--- src/rtl/fp_mul_exp_pipe.sv ---
// fp_mul_exp_pipe: 2-stage exponent/sign/class front end for the FP multiplier.
// Optional macro FP_MUL_EXP_SUBNORM_EN keeps subnormals as normals (exp 1) and adds out_sub.
`default_nettype none

module fp_mul_exp_pipe #(
  parameter int EXP_WIDTH  = 8,
  parameter int MANT_WIDTH = 23
) (
  input  logic                          clk,
  input  logic                          rst_n,
  input  logic                          in_valid,
  output logic                          in_ready,
  input  logic [EXP_WIDTH+MANT_WIDTH:0] mul1,
  input  logic [EXP_WIDTH+MANT_WIDTH:0] mul2,
  output logic                          out_valid,
  input  logic                          out_ready,
  output logic                          out_sign,
  output logic [EXP_WIDTH-1:0]          out_exp,
  output logic [EXP_WIDTH+1:0]          out_exp_raw,
  output logic                          out_ovf,
  output logic                          out_unf,
  output logic                          out_zero,
  output logic                          out_inf,
`ifdef FP_MUL_EXP_SUBNORM_EN
  output logic                          out_sub,
`endif
  output logic                          out_nan
);

  localparam int                 SW     = EXP_WIDTH + 2;
  localparam logic [SW-1:0]      BIAS   = SW'((2 ** (EXP_WIDTH - 1)) - 1);
  localparam logic [SW-1:0]      EMAX_W = SW'((2 ** EXP_WIDTH) - 1);
  localparam logic [EXP_WIDTH-1:0] EMAX = {EXP_WIDTH{1'b1}};

  // Operand field decode
  logic [EXP_WIDTH-1:0]  w_ea, w_eb, w_ea_eff, w_eb_eff;
  logic [MANT_WIDTH-1:0] w_ma, w_mb;
  logic w_ma_nz, w_mb_nz;
  logic w_zero_a, w_zero_b, w_inf_a, w_inf_b, w_nan_a, w_nan_b;
  logic [SW-1:0] w_sum;

  assign w_ea    = mul1[EXP_WIDTH+MANT_WIDTH-1:MANT_WIDTH];
  assign w_eb    = mul2[EXP_WIDTH+MANT_WIDTH-1:MANT_WIDTH];
  assign w_ma    = mul1[MANT_WIDTH-1:0];
  assign w_mb    = mul2[MANT_WIDTH-1:0];
  assign w_ma_nz = |w_ma;
  assign w_mb_nz = |w_mb;

  assign w_inf_a = (w_ea == EMAX) && !w_ma_nz;
  assign w_inf_b = (w_eb == EMAX) && !w_mb_nz;
  assign w_nan_a = (w_ea == EMAX) && w_ma_nz;
  assign w_nan_b = (w_eb == EMAX) && w_mb_nz;

`ifdef FP_MUL_EXP_SUBNORM_EN
  logic w_sub_a, w_sub_b;
  assign w_sub_a  = (w_ea == '0) && w_ma_nz;
  assign w_sub_b  = (w_eb == '0) && w_mb_nz;
  assign w_zero_a = (w_ea == '0) && !w_ma_nz;
  assign w_zero_b = (w_eb == '0) && !w_mb_nz;
  assign w_ea_eff = w_sub_a ? EXP_WIDTH'(1) : w_ea;
  assign w_eb_eff = w_sub_b ? EXP_WIDTH'(1) : w_eb;
`else
  // Subnormals flush to zero: any zero exponent classifies as zero.
  assign w_zero_a = (w_ea == '0);
  assign w_zero_b = (w_eb == '0);
  assign w_ea_eff = w_ea;
  assign w_eb_eff = w_eb;
`endif

  assign w_sum = {2'b00, w_ea_eff} + {2'b00, w_eb_eff} - BIAS;

  // Handshake
  logic s1_valid_q, s2_valid_q;
  logic w_adv1, w_adv2;
  assign w_adv2   = !s2_valid_q || out_ready;
  assign w_adv1   = !s1_valid_q || w_adv2;
  assign in_ready = w_adv1;

  // Stage 1 registers
  logic          s1_sign_q;
  logic          s1_zero_a_q, s1_zero_b_q, s1_inf_a_q, s1_inf_b_q, s1_nan_a_q, s1_nan_b_q;
  logic [SW-1:0] s1_sum_q;
`ifdef FP_MUL_EXP_SUBNORM_EN
  logic          s1_sub_q;
`endif

  always_ff @(posedge clk or negedge rst_n) begin
    if (!rst_n) begin
      s1_valid_q  <= 1'b0;
      s1_sign_q   <= 1'b0;
      s1_zero_a_q <= 1'b0;
      s1_zero_b_q <= 1'b0;
      s1_inf_a_q  <= 1'b0;
      s1_inf_b_q  <= 1'b0;
      s1_nan_a_q  <= 1'b0;
      s1_nan_b_q  <= 1'b0;
      s1_sum_q    <= '0;
`ifdef FP_MUL_EXP_SUBNORM_EN
      s1_sub_q    <= 1'b0;
`endif
    end else if (w_adv1) begin
      s1_valid_q  <= in_valid;
      s1_sign_q   <= mul1[EXP_WIDTH+MANT_WIDTH] ^ mul2[EXP_WIDTH+MANT_WIDTH];
      s1_zero_a_q <= w_zero_a;
      s1_zero_b_q <= w_zero_b;
      s1_inf_a_q  <= w_inf_a;
      s1_inf_b_q  <= w_inf_b;
      s1_nan_a_q  <= w_nan_a;
      s1_nan_b_q  <= w_nan_b;
      s1_sum_q    <= w_sum;
`ifdef FP_MUL_EXP_SUBNORM_EN
      s1_sub_q    <= w_sub_a | w_sub_b;
`endif
    end
  end

  // Stage 2 classification: nan > inf > zero > normal
  logic w_nan, w_inf, w_zero, w_normal, w_ovf, w_unf;
  logic [EXP_WIDTH-1:0] w_exp;

  assign w_nan    = s1_nan_a_q | s1_nan_b_q | (s1_inf_a_q & s1_zero_b_q) | (s1_zero_a_q & s1_inf_b_q);
  assign w_inf    = (s1_inf_a_q | s1_inf_b_q) & !w_nan;
  assign w_zero   = (s1_zero_a_q | s1_zero_b_q) & !w_nan & !w_inf;
  assign w_normal = !(w_nan | w_inf | w_zero);
  // Sum is signed; top bit set means negative.
  assign w_ovf    = w_normal && !s1_sum_q[SW-1] && (s1_sum_q >= EMAX_W);
  assign w_unf    = w_normal && (s1_sum_q[SW-1] || (s1_sum_q == '0));

  always_comb begin
    w_exp = s1_sum_q[EXP_WIDTH-1:0];
    if (w_nan || w_inf)      w_exp = EMAX;
    else if (w_zero)         w_exp = '0;
    else if (w_ovf)          w_exp = EMAX;
    else if (w_unf)          w_exp = '0;
  end

  logic                 s2_sign_q, s2_ovf_q, s2_unf_q, s2_zero_q, s2_inf_q, s2_nan_q;
  logic [EXP_WIDTH-1:0] s2_exp_q;
  logic [SW-1:0]        s2_raw_q;
`ifdef FP_MUL_EXP_SUBNORM_EN
  logic                 s2_sub_q;
`endif

  always_ff @(posedge clk or negedge rst_n) begin
    if (!rst_n) begin
      s2_valid_q <= 1'b0;
      s2_sign_q  <= 1'b0;
      s2_exp_q   <= '0;
      s2_raw_q   <= '0;
      s2_ovf_q   <= 1'b0;
      s2_unf_q   <= 1'b0;
      s2_zero_q  <= 1'b0;
      s2_inf_q   <= 1'b0;
      s2_nan_q   <= 1'b0;
`ifdef FP_MUL_EXP_SUBNORM_EN
      s2_sub_q   <= 1'b0;
`endif
    end else if (w_adv2) begin
      s2_valid_q <= s1_valid_q;
      s2_sign_q  <= s1_sign_q & !w_nan;
      s2_exp_q   <= w_exp;
      s2_raw_q   <= s1_sum_q;
      s2_ovf_q   <= w_ovf;
      s2_unf_q   <= w_unf;
      s2_zero_q  <= w_zero;
      s2_inf_q   <= w_inf;
      s2_nan_q   <= w_nan;
`ifdef FP_MUL_EXP_SUBNORM_EN
      s2_sub_q   <= s1_sub_q;
`endif
    end
  end

  assign out_valid   = s2_valid_q;
  assign out_sign    = s2_sign_q;
  assign out_exp     = s2_exp_q;
  assign out_exp_raw = s2_raw_q;
  assign out_ovf     = s2_ovf_q;
  assign out_unf     = s2_unf_q;
  assign out_zero    = s2_zero_q;
  assign out_inf     = s2_inf_q;
  assign out_nan     = s2_nan_q;
`ifdef FP_MUL_EXP_SUBNORM_EN
  assign out_sub     = s2_sub_q;
`endif

endmodule

`default_nettype wire

--- config.mk ---
export PLATFORM = sky130hd
export DESIGN_NAME = fp_mul_exp_pipe
export DESIGN_NICKNAME = d
export VERILOG_FILES = /design/src/rtl/fp_mul_exp_pipe.sv
export SDC_FILE = /design/constraint.sdc
export NUM_CORES = 1
export LEC_CHECK = 0
export CAP_MARGIN = 10
export CORE_AREA = 3 3 81 83
export CTS_BUF_LIST = sky130_fd_sc_hd__clkbuf_4 sky130_fd_sc_hd__clkbuf_8
export DETAILED_ROUTE_END_ITERATION = 10
export DIE_AREA = 0 0 84 86
export PLACE_DENSITY = 0.77
export SETUP_SLACK_MARGIN = 0.2
export SLEW_MARGIN = 20
export SYNTH_ARGS = -nofsm -noshare
export SYNTH_HDL_FRONTEND = slang
export SYNTH_SLANG_ARGS = --single-unit
--- constraint.sdc ---
create_clock -name clk -period 1.5 [get_ports clk]
set_clock_uncertainty 0.15 [all_clocks]
set_input_delay 0.15 -clock clk [delete_from_list [all_inputs] [get_ports clk]]
set_output_delay 0.15 -clock clk [all_outputs]
set_load 0.005 [all_outputs]
==> out/qor.yml <==
grt_pass1_vias: 2722
clockBufferDepth: 2
ys_types: 45
synth_top_area_cell: "dfrtp_1"
fmax_ghz: 0.590
cts_num_sinks: 43
syn_avg_cell_area_um2: 8.96
yosysSeqAreaShare: 0.448
status: "finished, violations left"
min_path_cells: 4
wl_per_cell_um: 15.4
worstPathMaxFanout: 3
fin_crit_sh: 1.13
finalWorstSetupSlack_ps: -196
setup_viol: 15
antenna_found_initial: 0
leakagePower_nw: 2.04
synth_top_cells_by_area: "dfrtp_1, nand2_1, ha_1"
synth_seq_cells: 43
violations: "setup timing"
syn_to_final_growth_pct: 90.3
startpoint_type: "input pin"
antenna_cells: 0
yosys.area.top_type_share: 0.448
synthesis.area_um2: 2400
route.detailed.drc: 0
ios: 94
grt-ovfl-total: 0
critPathKind: "input pin to flop"
h-tree-depth: 2
wl_um: 7810
die_w_um: 84
worstRegToRegCells: 4
vias_per_cell: 5.28
drv_cap: 0
die_h_um: 86
hold_class: "input pin to flop"
slew_violations: 0
path_clk_slew_ps: 80
arrival_ps: 1740
tritoncts: "done"
fill_cells: 419
nets: 515
grt_start_max_net_pins: 27
place.port_buffers: 93
required_ps: 1550
cts_buffers: 5
finalHoldViolCount: 0
rows: 28
dieArea_um2: 7220
drt_iter0_markers: 108
insertion_delay_ps: 290
num_vias: 2679
synth_fp_nets: 352
cts_root_buffer: "clkbuf_8"
power_per_cell_area_nw_per_um2: 882
tightestPinTransition_ps: 423
place.gp.congestion: 0.879
finalPower_mw: 4.03
slew-limit-headroom: 0.718
core_area_um2: 5920
vdd_drop_max_mv: 0.705
drt-pass1-iter-count: 4
rsz0062_at_grt: "true"
synth_edf_count: 0
ant_nets: 0
grt_pass1_wl_um: 12400
endpoint_kind: "flop"
synth-async-reset-ratio: 1.00
synth-main-ff-cell: "dfrtp_1"
final.min_clock_period_ps: 1700
dp.final_hpwl_um: 5680
yosys_warnings: 0
syn_inst: 268
start_util: 0.406
pre_cts_slack_ps: -907
drive_gt1_frac: 0.368
grt_usage: 0.212
synthesized netlist by cell type, types with 3 or more instances:
| library cell | n |
|---|---|
| dfrtp_1 | 43 |
| buf_1 | 4 |
| o21a_1 | 4 |
| a22oi_1 | 5 |
| o21ai_1 | 7 |
| o21ai_0 | 9 |
| inv_1 | 13 |
| a21oi_1 | 4 |
| ha_1 | 15 |
| o31ai_1 | 3 |
| nand4_1 | 9 |
| nor4_1 | 15 |
| o211ai_1 | 5 |
| nand3_1 | 3 |
| nand2_1 | 70 |
| a211oi_1 | 3 |
| nor3_1 | 8 |
| nor2_1 | 14 |
metrics by stage:
stage | util | hold WS [ps] | setup TNS [ps] | cell area [um2] | instances
2_1_floorplan | - | -296 | -1170 | 2560 | 268
5_1_grt | 0.772 | 47.5 | -2350 | 4570 | 507
4_1_cts | 0.735 | 29.4 | -749 | 4350 | 499
6_report | 0.772 | 25.3 | -1310 | 4570 | 507
3_5_place_dp | 0.660 | -40.4 | -8990 | 3910 | 477
3_3_place_gp | 0.660 | -41.9 | -8500 | 3910 | 477
path summary, 6_finish.rpt:
check,startpoint,endpoint,slack (ps)
min reg2reg,out_exp_raw[4]$_DFFE_PN0P_,out_exp_raw[4]$_DFFE_PN0P_,310
min,mul2[25],s1_zero_b_q$_DFFE_PN0P_,30
max,mul2[24],s1_sum_q[7]$_DFFE_PN0P_,-200
min in group asynchronous,rst_n,out_exp[1]$_DFFE_PN0P_,170
max in group asynchronous,rst_n,s1_sum_q[5]$_DFFE_PN0P_,540
max reg2reg,s1_sum_q[0]$_DFFE_PN0P_,out_exp[4]$_DFFE_PN0P_,-110
critical path: stages:
cell	delay (ps)
buf_8	100
ha_4	230
ha_4	160
fa_2	370
a21oi_4	180
a2bb2oi_2	210
a21boi_2	100
o31ai_1	230
area by class of cell:
| class | instances | area, um2 | area share |
|---|---|---|---|
| multi-input combinational | 204 | 1680 | 0.368 |
| timing repair buffer | 163 | 1540 | 0.336 |
| tap | 75 | 93.8 | 0.0205 |
| clock buffer | 6 | 82.6 | 0.0181 |
| clock inverter | 2 | 35.0 | 0.00767 |
| sequential | 43 | 1080 | 0.236 |
| inverter | 14 | 65.1 | 0.0142 |
what timing repair did:
item                                    in CTS  in global routing
hold buffers                                 1                  0
setup buffers                               13                  8
gates resized for setup                    137                 36
pin swaps                                   40                 10
endpoints found under the hold margin       43                  0
endpoints found under the setup margin      57                 38
layer usage:
metal,global-route usage,routed length [um],up-vias
li1,-,-,1285
met1,0.243,2980,1261
met2,0.390,4190,111
met3,0.0355,418,22
met4,0.0892,225,0
met5,0,0,-
power by group:
| group | internal [mW] | total [mW] | switching, mW |
|---|---|---|---|
| logic | 0.898 | 1.56 | 0.666 |
| clock network | 0.539 | 0.919 | 0.380 |
| registers | 1.37 | 1.55 | 0.183 |
cell usage in the layout (no fill, tap or decap), types with 5 or more instances in the layout:
cell type and count:
clkdlybuf4s50_1 49, nor2_1 11, inv_1 9, nand2_2 6, o211ai_1 5, clkbuf_8 6, buf_6 18, dlygate4sd2_1 27
ha_4 14, o21ai_1 9, dfrtp_1 42, nand4_1 9, buf_4 49, nand2_1 62, nor4_1 14
logic make-up (layout without fill, tap and decap cells):
| group | after synthesis | count (layout) | share of synthesized area |
|---|---|---|---|
| simple gates | 129 | 129 | 0.252 |
| compound gates | 57 | 57 | 0.172 |
| fa+ha+maj | 16 | 16 | 0.0865 |
| flops | 43 | 43 | 0.448 |
| xor+xnor | 2 | 2 | 0.00730 |
| buf+inv | 21 | 185 | 0.0339 |
(Power assumes the default switching activity.)
